===== config.mk =====
export PLATFORM = sky130hd
export DESIGN_NAME = matrix_data_mem_responder_flat
export DESIGN_NICKNAME = d
export VERILOG_FILES = /design/src/rtl/matrix_data_mem_responder_if.sv /design/src/rtl/matrix_data_mem_responder.sv /design/src/flat_wrapper.sv
export SDC_FILE = /design/constraint.sdc
export NUM_CORES = 2
export LEC_CHECK = 0
export CAP_MARGIN = 15
export CORE_MARGIN = 2
export CORE_UTILIZATION = 42
export DETAILED_ROUTE_END_ITERATION = 10
export HOLD_SLACK_MARGIN = 0.03
export PLACE_DENSITY = 0.53
export SLEW_MARGIN = 25
export SYNTH_ARGS = -nofsm -noshare
export SYNTH_HDL_FRONTEND = slang
export SYNTH_SLANG_ARGS = --single-unit

===== constraint.sdc =====
create_clock -name clock -period 13 [get_ports clock]
set_input_delay 3.25 -clock clock [delete_from_list [all_inputs] [get_ports clock]]
set_output_delay 3.25 -clock clock [all_outputs]
set_load 0.005 [all_outputs]

===== src/rtl/matrix_data_mem_responder_if.sv =====
// Bus bundle between the matrix processor / host and the data-memory responder.
//   Processor side : ar_out, bus_out, dm_en, end_process -> dm_out, status
//   Host loader    : host_in_valid/data/last -> host_in_ready
//   Host drain     : dump_base, dump_len, host_out_ready -> host_out_valid/data
//   Error          : addr_err (sticky)
// master : processor/host end (drives requests)
// slave  : memory responder end
interface matrix_data_mem_responder_if #(
   parameter int ADDR_W = 8,
   parameter int DATA_W = 8
);
   logic [15:0]       ar_out;
   logic [DATA_W-1:0] bus_out;
   logic              dm_en;
   logic              end_process;
   logic [DATA_W-1:0] dm_out;
   logic [1:0]        status;
   logic              host_in_valid;
   logic [DATA_W-1:0] host_in_data;
   logic              host_in_last;
   logic              host_in_ready;
   logic [ADDR_W-1:0] dump_base;
   logic [ADDR_W:0]   dump_len;
   logic              host_out_valid;
   logic [DATA_W-1:0] host_out_data;
   logic              host_out_ready;
   logic              addr_err;

   modport master (
      output ar_out, bus_out, dm_en, end_process,
      output host_in_valid, host_in_data, host_in_last,
      output dump_base, dump_len, host_out_ready,
      input  dm_out, status, host_in_ready,
      input  host_out_valid, host_out_data, addr_err
   );

   modport slave (
      input  ar_out, bus_out, dm_en, end_process,
      input  host_in_valid, host_in_data, host_in_last,
      input  dump_base, dump_len, host_out_ready,
      output dm_out, status, host_in_ready,
      output host_out_valid, host_out_data, addr_err
   );
endinterface


===== src/rtl/matrix_data_mem_responder.sv =====
// Data-memory responder for the matrix-multiplication processor.
// Loads matrix bytes from the host, services processor reads/writes during
// the run, then drains a result window back to the host.
//
// Ports:
//   clock : system clock, rising edge
//   rst   : asynchronous active-low reset
//   dm    : matrix_data_mem_responder_if.slave (processor bus, host load and
//           drain streams, status, sticky addr_err)
//
// Build option:
//   DM_WRITE_FIRST_EN : when defined, a RUN write and read to the same address
//                       in one cycle returns the new data; otherwise old data.
//
// state         | meaning
// --------------+---------------------------------------------------------
// ST_LOAD       | host streams bytes into mem, status 01
// ST_RUN        | processor reads/writes, status 00
// ST_DUMP_FETCH | read mem[dump_ptr] into drain register, status 10
// ST_DUMP_VALID | drain byte presented until host takes it, status 10
// ST_DONE       | idle until reset, status 11
module matrix_data_mem_responder #(
   parameter int DEPTH  = 256,
   parameter int ADDR_W = 8,
   parameter int DATA_W = 8
) (
   input logic                       clock,
   input logic                       rst,
   matrix_data_mem_responder_if.slave dm
);

   typedef enum logic [2:0] {
      ST_LOAD,
      ST_RUN,
      ST_DUMP_FETCH,
      ST_DUMP_VALID,
      ST_DONE
   } state_t;

   logic [DATA_W-1:0] mem_q [DEPTH];

   state_t            state_q, state_d;
   logic [DATA_W-1:0] dm_out_q, dm_out_d;
   logic [1:0]        status_q, status_d;
   logic              host_in_ready_q, host_in_ready_d;
   logic              host_out_valid_q, host_out_valid_d;
   logic [DATA_W-1:0] host_out_data_q, host_out_data_d;
   logic              addr_err_q, addr_err_d;
   logic [ADDR_W-1:0] load_ptr_q, load_ptr_d;
   logic [ADDR_W-1:0] dump_ptr_q, dump_ptr_d;
   logic [ADDR_W:0]   dump_cnt_q, dump_cnt_d;

   logic              mem_we;
   logic [ADDR_W-1:0] mem_waddr;
   logic [DATA_W-1:0] mem_wdata;
   logic              ar_out_of_range;
   logic [ADDR_W-1:0] ar_idx;

   assign ar_out_of_range = |dm.ar_out[15:ADDR_W];
   assign ar_idx          = dm.ar_out[ADDR_W-1:0];

   always_comb begin
      state_d          = state_q;
      dm_out_d         = dm_out_q;
      host_in_ready_d  = host_in_ready_q;
      host_out_valid_d = host_out_valid_q;
      host_out_data_d  = host_out_data_q;
      addr_err_d       = addr_err_q;
      load_ptr_d       = load_ptr_q;
      dump_ptr_d       = dump_ptr_q;
      dump_cnt_d       = dump_cnt_q;
      mem_we           = 1'b0;
      mem_waddr        = load_ptr_q;
      mem_wdata        = dm.host_in_data;

      case (state_q)
         ST_LOAD: begin
            dm_out_d        = '0;
            host_in_ready_d = 1'b1;
            if (dm.host_in_valid && host_in_ready_q) begin
               mem_we     = 1'b1;
               load_ptr_d = load_ptr_q + 1'b1;
               // Running off the top of memory ends the load as if last had
               // been seen, but flags it.
               if (dm.host_in_last || load_ptr_q == ADDR_W'(DEPTH - 1)) begin
                  state_d         = ST_RUN;
                  host_in_ready_d = 1'b0;
                  if (!dm.host_in_last) begin
                     addr_err_d = 1'b1;
                  end
               end
            end
         end

         ST_RUN: begin
            if (ar_out_of_range) begin
               dm_out_d   = '0;
               addr_err_d = 1'b1;
            end else begin
               dm_out_d = mem_q[ar_idx];
               if (dm.dm_en) begin
                  mem_we    = 1'b1;
                  mem_waddr = ar_idx;
                  mem_wdata = dm.bus_out;
`ifdef DM_WRITE_FIRST_EN
                  dm_out_d  = dm.bus_out;
`endif
               end
            end
            if (dm.end_process) begin
               state_d    = ST_DUMP_FETCH;
               dump_ptr_d = dm.dump_base;
               dump_cnt_d = dm.dump_len;
            end
         end

         ST_DUMP_FETCH: begin
            if (dump_cnt_q == '0) begin
               state_d = ST_DONE;
            end else begin
               host_out_data_d  = mem_q[dump_ptr_q];
               host_out_valid_d = 1'b1;
               state_d          = ST_DUMP_VALID;
            end
         end

         ST_DUMP_VALID: begin
            if (dm.host_out_ready) begin
               host_out_valid_d = 1'b0;
               dump_ptr_d       = dump_ptr_q + 1'b1;
               dump_cnt_d       = dump_cnt_q - 1'b1;
               // Leave straight for DONE after the final byte so the host sees
               // no extra fetch cycle.
               if (dump_cnt_q == (ADDR_W + 1)'(1)) begin
                  state_d = ST_DONE;
               end else begin
                  state_d = ST_DUMP_FETCH;
               end
            end
         end

         ST_DONE: begin
         end

         default: begin
            state_d = ST_LOAD;
         end
      endcase

      case (state_d)
         ST_LOAD:       status_d = 2'b01;
         ST_RUN:        status_d = 2'b00;
         ST_DUMP_FETCH: status_d = 2'b10;
         ST_DUMP_VALID: status_d = 2'b10;
         default:       status_d = 2'b11;
      endcase
   end

   always_ff @(posedge clock or negedge rst) begin
      if (!rst) begin
         state_q          <= ST_LOAD;
         dm_out_q         <= '0;
         status_q         <= 2'b01;
         host_in_ready_q  <= 1'b0;
         host_out_valid_q <= 1'b0;
         host_out_data_q  <= '0;
         addr_err_q       <= 1'b0;
         load_ptr_q       <= '0;
         dump_ptr_q       <= '0;
         dump_cnt_q       <= '0;
      end else begin
         state_q          <= state_d;
         dm_out_q         <= dm_out_d;
         status_q         <= status_d;
         host_in_ready_q  <= host_in_ready_d;
         host_out_valid_q <= host_out_valid_d;
         host_out_data_q  <= host_out_data_d;
         addr_err_q       <= addr_err_d;
         load_ptr_q       <= load_ptr_d;
         dump_ptr_q       <= dump_ptr_d;
         dump_cnt_q       <= dump_cnt_d;
      end
   end

   // Contents survive reset so the host can reload or drain selectively.
   always_ff @(posedge clock) begin
      if (mem_we) begin
         mem_q[mem_waddr] <= mem_wdata;
      end
   end

   assign dm.dm_out         = dm_out_q;
   assign dm.status         = status_q;
   assign dm.host_in_ready  = host_in_ready_q;
   assign dm.host_out_valid = host_out_valid_q;
   assign dm.host_out_data  = host_out_data_q;
   assign dm.addr_err       = addr_err_q;

endmodule


===== src/flat_wrapper.sv =====
// flat-port wrapper written by rule: the top's interface ports become plain ports
module matrix_data_mem_responder_flat 
#(
   parameter int DEPTH  = 256,
   parameter int ADDR_W = 8,
   parameter int DATA_W = 8
)
  (clock, rst, dm_ar_out, dm_bus_out, dm_dm_en, dm_end_process, dm_host_in_valid, dm_host_in_data, dm_host_in_last, dm_dump_base, dm_dump_len, dm_host_out_ready, dm_dm_out, dm_status, dm_host_in_ready, dm_host_out_valid, dm_host_out_data, dm_addr_err);
  matrix_data_mem_responder_if #(.ADDR_W(ADDR_W), .DATA_W(DATA_W)) dm_i ();
  input logic clock;
  input logic rst;
  input wire logic [$bits(dm_i.ar_out)-1:0] dm_ar_out;
  input wire logic [$bits(dm_i.bus_out)-1:0] dm_bus_out;
  input wire logic [$bits(dm_i.dm_en)-1:0] dm_dm_en;
  input wire logic [$bits(dm_i.end_process)-1:0] dm_end_process;
  input wire logic [$bits(dm_i.host_in_valid)-1:0] dm_host_in_valid;
  input wire logic [$bits(dm_i.host_in_data)-1:0] dm_host_in_data;
  input wire logic [$bits(dm_i.host_in_last)-1:0] dm_host_in_last;
  input wire logic [$bits(dm_i.dump_base)-1:0] dm_dump_base;
  input wire logic [$bits(dm_i.dump_len)-1:0] dm_dump_len;
  input wire logic [$bits(dm_i.host_out_ready)-1:0] dm_host_out_ready;
  output wire logic [$bits(dm_i.dm_out)-1:0] dm_dm_out;
  output wire logic [$bits(dm_i.status)-1:0] dm_status;
  output wire logic [$bits(dm_i.host_in_ready)-1:0] dm_host_in_ready;
  output wire logic [$bits(dm_i.host_out_valid)-1:0] dm_host_out_valid;
  output wire logic [$bits(dm_i.host_out_data)-1:0] dm_host_out_data;
  output wire logic [$bits(dm_i.addr_err)-1:0] dm_addr_err;
  assign dm_i.ar_out = dm_ar_out;
  assign dm_i.bus_out = dm_bus_out;
  assign dm_i.dm_en = dm_dm_en;
  assign dm_i.end_process = dm_end_process;
  assign dm_i.host_in_valid = dm_host_in_valid;
  assign dm_i.host_in_data = dm_host_in_data;
  assign dm_i.host_in_last = dm_host_in_last;
  assign dm_i.dump_base = dm_dump_base;
  assign dm_i.dump_len = dm_dump_len;
  assign dm_i.host_out_ready = dm_host_out_ready;
  assign dm_dm_out = dm_i.dm_out;
  assign dm_status = dm_i.status;
  assign dm_host_in_ready = dm_i.host_in_ready;
  assign dm_host_out_valid = dm_i.host_out_valid;
  assign dm_host_out_data = dm_i.host_out_data;
  assign dm_addr_err = dm_i.addr_err;
  matrix_data_mem_responder #(.DEPTH(DEPTH), .ADDR_W(ADDR_W), .DATA_W(DATA_W)) u_core (.clock(clock), .rst(rst), .dm(dm_i));
endmodule

# == Yosys cells after proc, flatten, opt, wreduce, memory -nomap -nowiden ==
# Memory sizes are Yosys's and may differ from the RTL's. A register that Yosys moved wholly into a read port is not among the register bits.
# Cells that the tools add are included.
# classes
reduce_logical,16
mux,38
n_eq_ne,16
n_bitwise,1
add_sub_neg,3
# ops
operator,n
$mux 8,9
$pmux 8 s2,2
$mux 3,6
$mux 9,2
$pmux 9 s2,1
$add 8x1->8 const B,2
$pmux 3 s5,1
$mux 1,13
$eq 3x2->1 const B,4
$eq 9x1->1 const B,1
$logic_not 9->1,1
$sub 9x1->9 const B,1
$eq 8x8->1 const B,1
$ne 2x2->1 const B,4
$reduce_or 8->1,1
$eq 3x1->1 const B,2
$logic_not 3->1,2
$ne 2x1->1 const B,3
$pmux 1 s2,3
$pmux 2 s3,1
$reduce_and 3->1,2
$reduce_bool 2->1,3
$reduce_and 5->1,1
$reduce_and 2->1,2
6 further kinds,6
# word_totals
reg_bits,41
ramBits,2048
elab_cells,84
n_memories,1
# memory_table
memory,words,width,rd,rd_clocked_by_memory_dff,write_ports,line_no,source
u_core.mem_q,256,8,2,1,1,matrix_data_mem_responder.sv:40,logic [DATA_W-1:0] mem_q [DEPTH];

# == Logic depth before layout (Yosys ltp) ==
# logic_depth
ltp_word,8
depth_mapped,13
ltp_nobuf,7

# == Worst setup path after synthesis ==
# OpenSTA, ideal clock, no wires.
# synth_timing
path_kind,input port to flip-flop
startpoint,input port dm_ar_out[8]
endpoint,"memory u_core.mem_q[0][0], data pin"
t_arrival_ps,7456
required_time_ps,12177
path_slack_ps,4722
stages,6
cell_sequence,nor4_1 -> and4_1 -> and2_0 -> clkbuf_1 -> nand2_1 -> nand2_1
# synth_via
elab_chain_len,3
# synth_rtl
item,line_no,source
start: declaration,flat_wrapper.sv:12,input wire logic [$bits(dm_i.ar_out)-1:0] dm_ar_out;
$reduce_or 8->1,matrix_data_mem_responder.sv:59,assign ar_out_of_range = |dm.ar_out[15:ADDR_W];
$mux 8,matrix_data_mem_responder.sv:96,if (ar_out_of_range) begin
$mux 8,matrix_data_mem_responder.sv:76,case (state_q)
net u_core.mem_wdata[0],matrix_data_mem_responder.sv:55,logic [DATA_W-1:0] mem_wdata;
end: declaration,matrix_data_mem_responder.sv:40,
# The timed path passes the listed nets, and every way through them passes these cells.

# == Worst setup path in the final report ==
# layout_timing
startpoint,input port dm_ar_out[1]
endpoint,register u_core.dm_out_q[4] (netlist: u_core.dm.dm_out[4])
# layout_via
elab_chain_len,3
# layout_rtl
item,line_no,source
$mem_v2 256x8,n/a,
$mux 8,matrix_data_mem_responder.sv:96,
$pmux 8 s2,matrix_data_mem_responder.sv:76,
end signal: assignment,matrix_data_mem_responder.sv:173,dm_out_q <= dm_out_d;
end: declaration,matrix_data_mem_responder.sv:43,"logic [DATA_W-1:0] dm_out_q, dm_out_d;"
# Every way passes these cells.
# A chain may end at the register's enable or synchronous reset.

==> impl_summary.log <==
[metrics] outcome: finished, final reports clean
[metrics] clock tree root buffer cell: clkbuf_16
[metrics] Remaining DRCs: 0
[metrics] area fraction of the dominant cell type after synthesis: 62.1%
[metrics] Die Span X: 490 um
[metrics] ratio of cells with drive above 1 in the final layout: 26.5%
[metrics] flip-flop and latch count after synthesis: 2097
[metrics] starting density of the core: 42.2%
[metrics] Async S/R FF share, synth: 2.34%
[metrics] critical path startpoint category: input port
[metrics] FILL cells: 19700
[metrics] required time worst endpoint: 13.74 ns
[metrics] area of the core: 0.235 mm^2
[metrics] Post-synth EDFFs: 2048
[metrics] number of instances resized during post-cts repair: 0
[metrics] Vias per Instance: 6.67
[metrics] post-synthesis instance total: 5423
[metrics] maximum number of pins on one net before global-route repair: 156
[metrics] path class of the lowest-slack min-delay path: flop to flop
[metrics] relative slew slack: 21.6%
[metrics] I/O Pins: 77
[metrics] Worst Skew: 0.0392 ns
[metrics] number of optimization iterations in the first detailed-route pass: 6
[metrics] Vias: 58500
[metrics] final hold viol count: 0
[metrics] synthesized cell area: 0.0991 mm^2
[metrics] Net Count, Synth: 5484
[metrics] CTS tree: built
[metrics] CP cell instances: buf_8 -> buf_12 -> nand2b_4 -> buf_4 -> buf_4 -> o221ai_1 -> a31oi_1 -> o21ai_0 -> and4_1 -> a31oi_1 -> o41ai_1
[metrics] number of CTS-inserted buffers: 225
[metrics] element type at the critical path end: flop
[metrics] Pwr per Cell Area: 183 mW/mm^2
[metrics] total setup buffers inserted after CTS: 0
[metrics] worst-case setup margin in the final layout: 5.21 ns
[metrics] number of max-cap violations: 0
[metrics] number of distinct library cells after synthesis: 76
[metrics] post-synthesis sequential area ratio: 63.3%
[metrics] Port-buffer cells: 76
[metrics] measured slew at the worst slew-check pin: 1.17 ns
[metrics] H-tree Lvls: 4
[metrics] maximum ir drop on the vdd rail: 0.135 mV
[metrics] global route overflow: 0
[metrics] average wire per cell in the routed design: 39.2 um
[metrics] largest stage delay on the critical path: 0.77 ns
[metrics] layout-stage area growth over the synthesis result: 11.4%
[metrics] Synth Flop Type: edfxtp_1
[metrics] pre-CTS setup slack: 4.45 ns
[metrics] Cell Count, Final, Fillers Out: 8765
[metrics] largest area contributor in the netlist: edfxtp_1
[metrics] Sink Count: 2097
[metrics] number of pins exceeding their max-slew limit in the final report: 0
[metrics] first-pass GRT wire length: 474000 um
[metrics] Clock Latency Late Sink: 0.90 ns
[metrics] number of global-route vias before repair: 57700
[metrics] count of routing violations after the opening detailed-route iteration: 8390
[metrics] post-detailed-routing wire length: 343000 um
[metrics] setup TNS: 0 ns
[metrics] weighted congestion reported at the end of routability-driven placement: 0.940
[metrics] Area contributors post-synth: edfxtp_1 (62%), mux4_2 (21%), mux2i_1 (4.3%), nor2_1 (1.3%), dfrtp_1 (1.2%)
[metrics] Tot GR Track Use: 28.5%
[metrics] Clock Path Buffers: 3
[metrics] critical path fanouts, max: 76
[metrics] Slowest-stage cell, CP: a31oi_1
[metrics] instance count after placement with tap cells included: 8339
[metrics] shortest clock period the worst path allows after layout: 7.79 ns
[metrics] CTS clk-pin slew, worst paths: 0.06 ns
[metrics] leakage power of the design: 34.3 nW
[metrics] overall die height: 490 um
[metrics] Hold-fix buffers, CTS: 0
[metrics] Fmax achieved: 128 MHz
[metrics] category of the critical setup timing path: input port to flop
[metrics] placement row count: 178
[metrics] arrival time of data at the critical path endpoint: 8.54 ns
[metrics] area of the die: 0.240 mm^2
[metrics] portion of the clock cycle consumed by the worst path in the final layout: 60.0%
[metrics] mean cell area of the mapped netlist: 18.3 um^2
[metrics] number of warnings printed during yosys synthesis: 0
[metrics] total of endpoints with negative setup slack in the final report: 0
[metrics] HPWL after DPL: 224000 um
[metrics] worst slack on hold paths: 0.472 ns
[metrics] setup repair after global routing missed its margin: no
[metrics] number of antenna violations at the first check in global routing: 11
[metrics] Antenna Violating Nets Remaining: 0
[metrics] post-layout net count: 5477
## worst max-delay path, delay by kind of cell
kind                   cells  cell delay [ns]
buffers and inverters      4             2.14
and+or+nand+nor            2             0.97
AOI/OAI and AO/OA          5             2.00
## power by group
| group | leakage, nW | total [mW] | switching, mW | internal (mW) |
|---|---|---|---|---|
| Sequential | 19.0 | 7.69 | 0.195 | 7.49 |
| Clock | 3.74 | 6.76 | 2.80 | 3.96 |
| Combinational | 11.6 | 5.74 | 3.47 | 2.27 |
## cell type report
cell class	instances	area [um^2]	share of cell area [%]
flip-flops and latches	2097	62700	56.8
multi-input cells	2876	34000	30.8
clock buffers	267	5870	5.32
well taps	3150	3940	3.57
repair buffers	207	1970	1.79
clock inverters	156	1830	1.66
inverters	9	47.5	0.0431
diodes	3	7.51	0.00680
## cell families (layout without fill, tap and decap cells)
group                    after synthesis  after routing  share of synthesized area, %
buffers and inverters                450            639                          2.61
other                                  0              3                             0
adder cells (fa/ha/maj)                5              5                        0.0631
XOR/XNOR                               7              7                        0.0619
AND/OR/NAND/NOR                      792            792                          3.54
AO/OA/AOI/OAI                        698            698                          4.91
multiplexers                        1374           1374                          25.5
flip-flops                          2097           2097                          63.3
## metal layers
layer	global-route usage [%]	wire (um)	vias up
li1	-	-	23100
met1	40.3	139000	31600
met2	43.9	158000	3250
met3	6.44	32800	563
met4	9.71	13000	12
met5	0.141	115	-
## final timing paths
path                                                        from                                endpoint  slack (ns)  cells after the start
worst max-delay path                                dm_ar_out[1]         u_core.dm.dm_out[4]$_DFFE_PN0P_        5.21                     11
worst min-delay path              u_core.dm.addr_err$_DFFE_PN0P_          u_core.dm.addr_err$_DFFE_PN0P_        0.47                      1
worst max register to register  u_core.dump_ptr_q[0]$_DFFE_PN0P_  u_core.dm.host_out_data[2]$_DFFE_PN0P_        7.35                      9
worst min register to register    u_core.dm.addr_err$_DFFE_PN0P_          u_core.dm.addr_err$_DFFE_PN0P_        0.47                      1
max in group asynchronous                                    rst        u_core.dump_ptr_q[2]$_DFFE_PN0P_        9.72                      2
min in group asynchronous                                    rst          u_core.dm.addr_err$_DFFE_PN0P_        2.58                      2
## stage by stage
step / util, % / power [mW] / cell area, um^2
global route: 47.0 / 20.7 / 110000
finish: 47.0 / 20.2 / 110000
floorplan: - / 11.4 / 99100
detailed placement: 43.7 / 13.5 / 103000
global placement: 43.7 / 13.5 / 103000
CTS: 47.0 / 20.2 / 110000
## cell usage in the layout, fill, tap and decap left out, types with 12 or more instances in the layout
cell type,netlist,final
edfxtp_1,2048,2048
mux4_2,917,917
mux2i_1,429,429
nor2_1,330,328
clkbuf_16,0,229
nand2_1,216,197
a21oi_1,130,130
buf_4,56,112
o221ai_1,111,111
o22ai_1,111,110
o21ai_0,91,88
clkdlybuf4s50_1,0,69
nor3_1,62,60
a22oi_1,48,48
nand3_1,47,47
clkinv_2,0,45
dfrtp_1,48,43
clkinv_1,2,40
a211oi_1,38,38
clkbuf_1,190,38
bufinv_16,0,37
mux2_2,27,27
a221oi_1,25,25
a32oi_1,23,23
buf_12,1,19
and2_1,19,17
nor2b_1,20,16
clkinvlp_4,0,15
a22o_1,13,13
nand2b_1,13,12
nand2_4,0,12
## cells in the mapped netlist (12+ instances only)
| master | instances |
|---|---|
| edfxtp_1 | 2048 |
| mux4_2 | 917 |
| mux2i_1 | 429 |
| nor2_1 | 330 |
| nand2_1 | 216 |
| clkbuf_1 | 190 |
| a21oi_1 | 130 |
| o221ai_1 | 111 |
| o22ai_1 | 111 |
| buf_2 | 94 |
| o21ai_0 | 91 |
| nor3_1 | 62 |
| buf_4 | 56 |
| buf_6 | 56 |
| a22oi_1 | 48 |
| dfrtp_1 | 48 |
| nand3_1 | 47 |
| a211oi_1 | 38 |
| buf_1 | 31 |
| mux2_2 | 27 |
| a221oi_1 | 25 |
| a32oi_1 | 23 |
| nor2b_1 | 20 |
| and2_1 | 19 |
| nor4_1 | 18 |
| a22o_1 | 13 |
| nand2b_1 | 13 |
| buf_8 | 12 |
## registers in the layout (all words and copies together), names as in the netlist
signal	cells
u_core.dm.addr_err	1
u_core.dm.dm_out	8
u_core.dm.host_in_ready	1
u_core.dm.host_out_data	8
u_core.dm.host_out_valid	1
u_core.dm.status	2
u_core.dump_cnt_q	9
u_core.dump_ptr_q	8
u_core.load_ptr_q	8
u_core.mem_q	2048
u_core.state_q	3
Note: power is estimated with default switching activity, not from simulation.
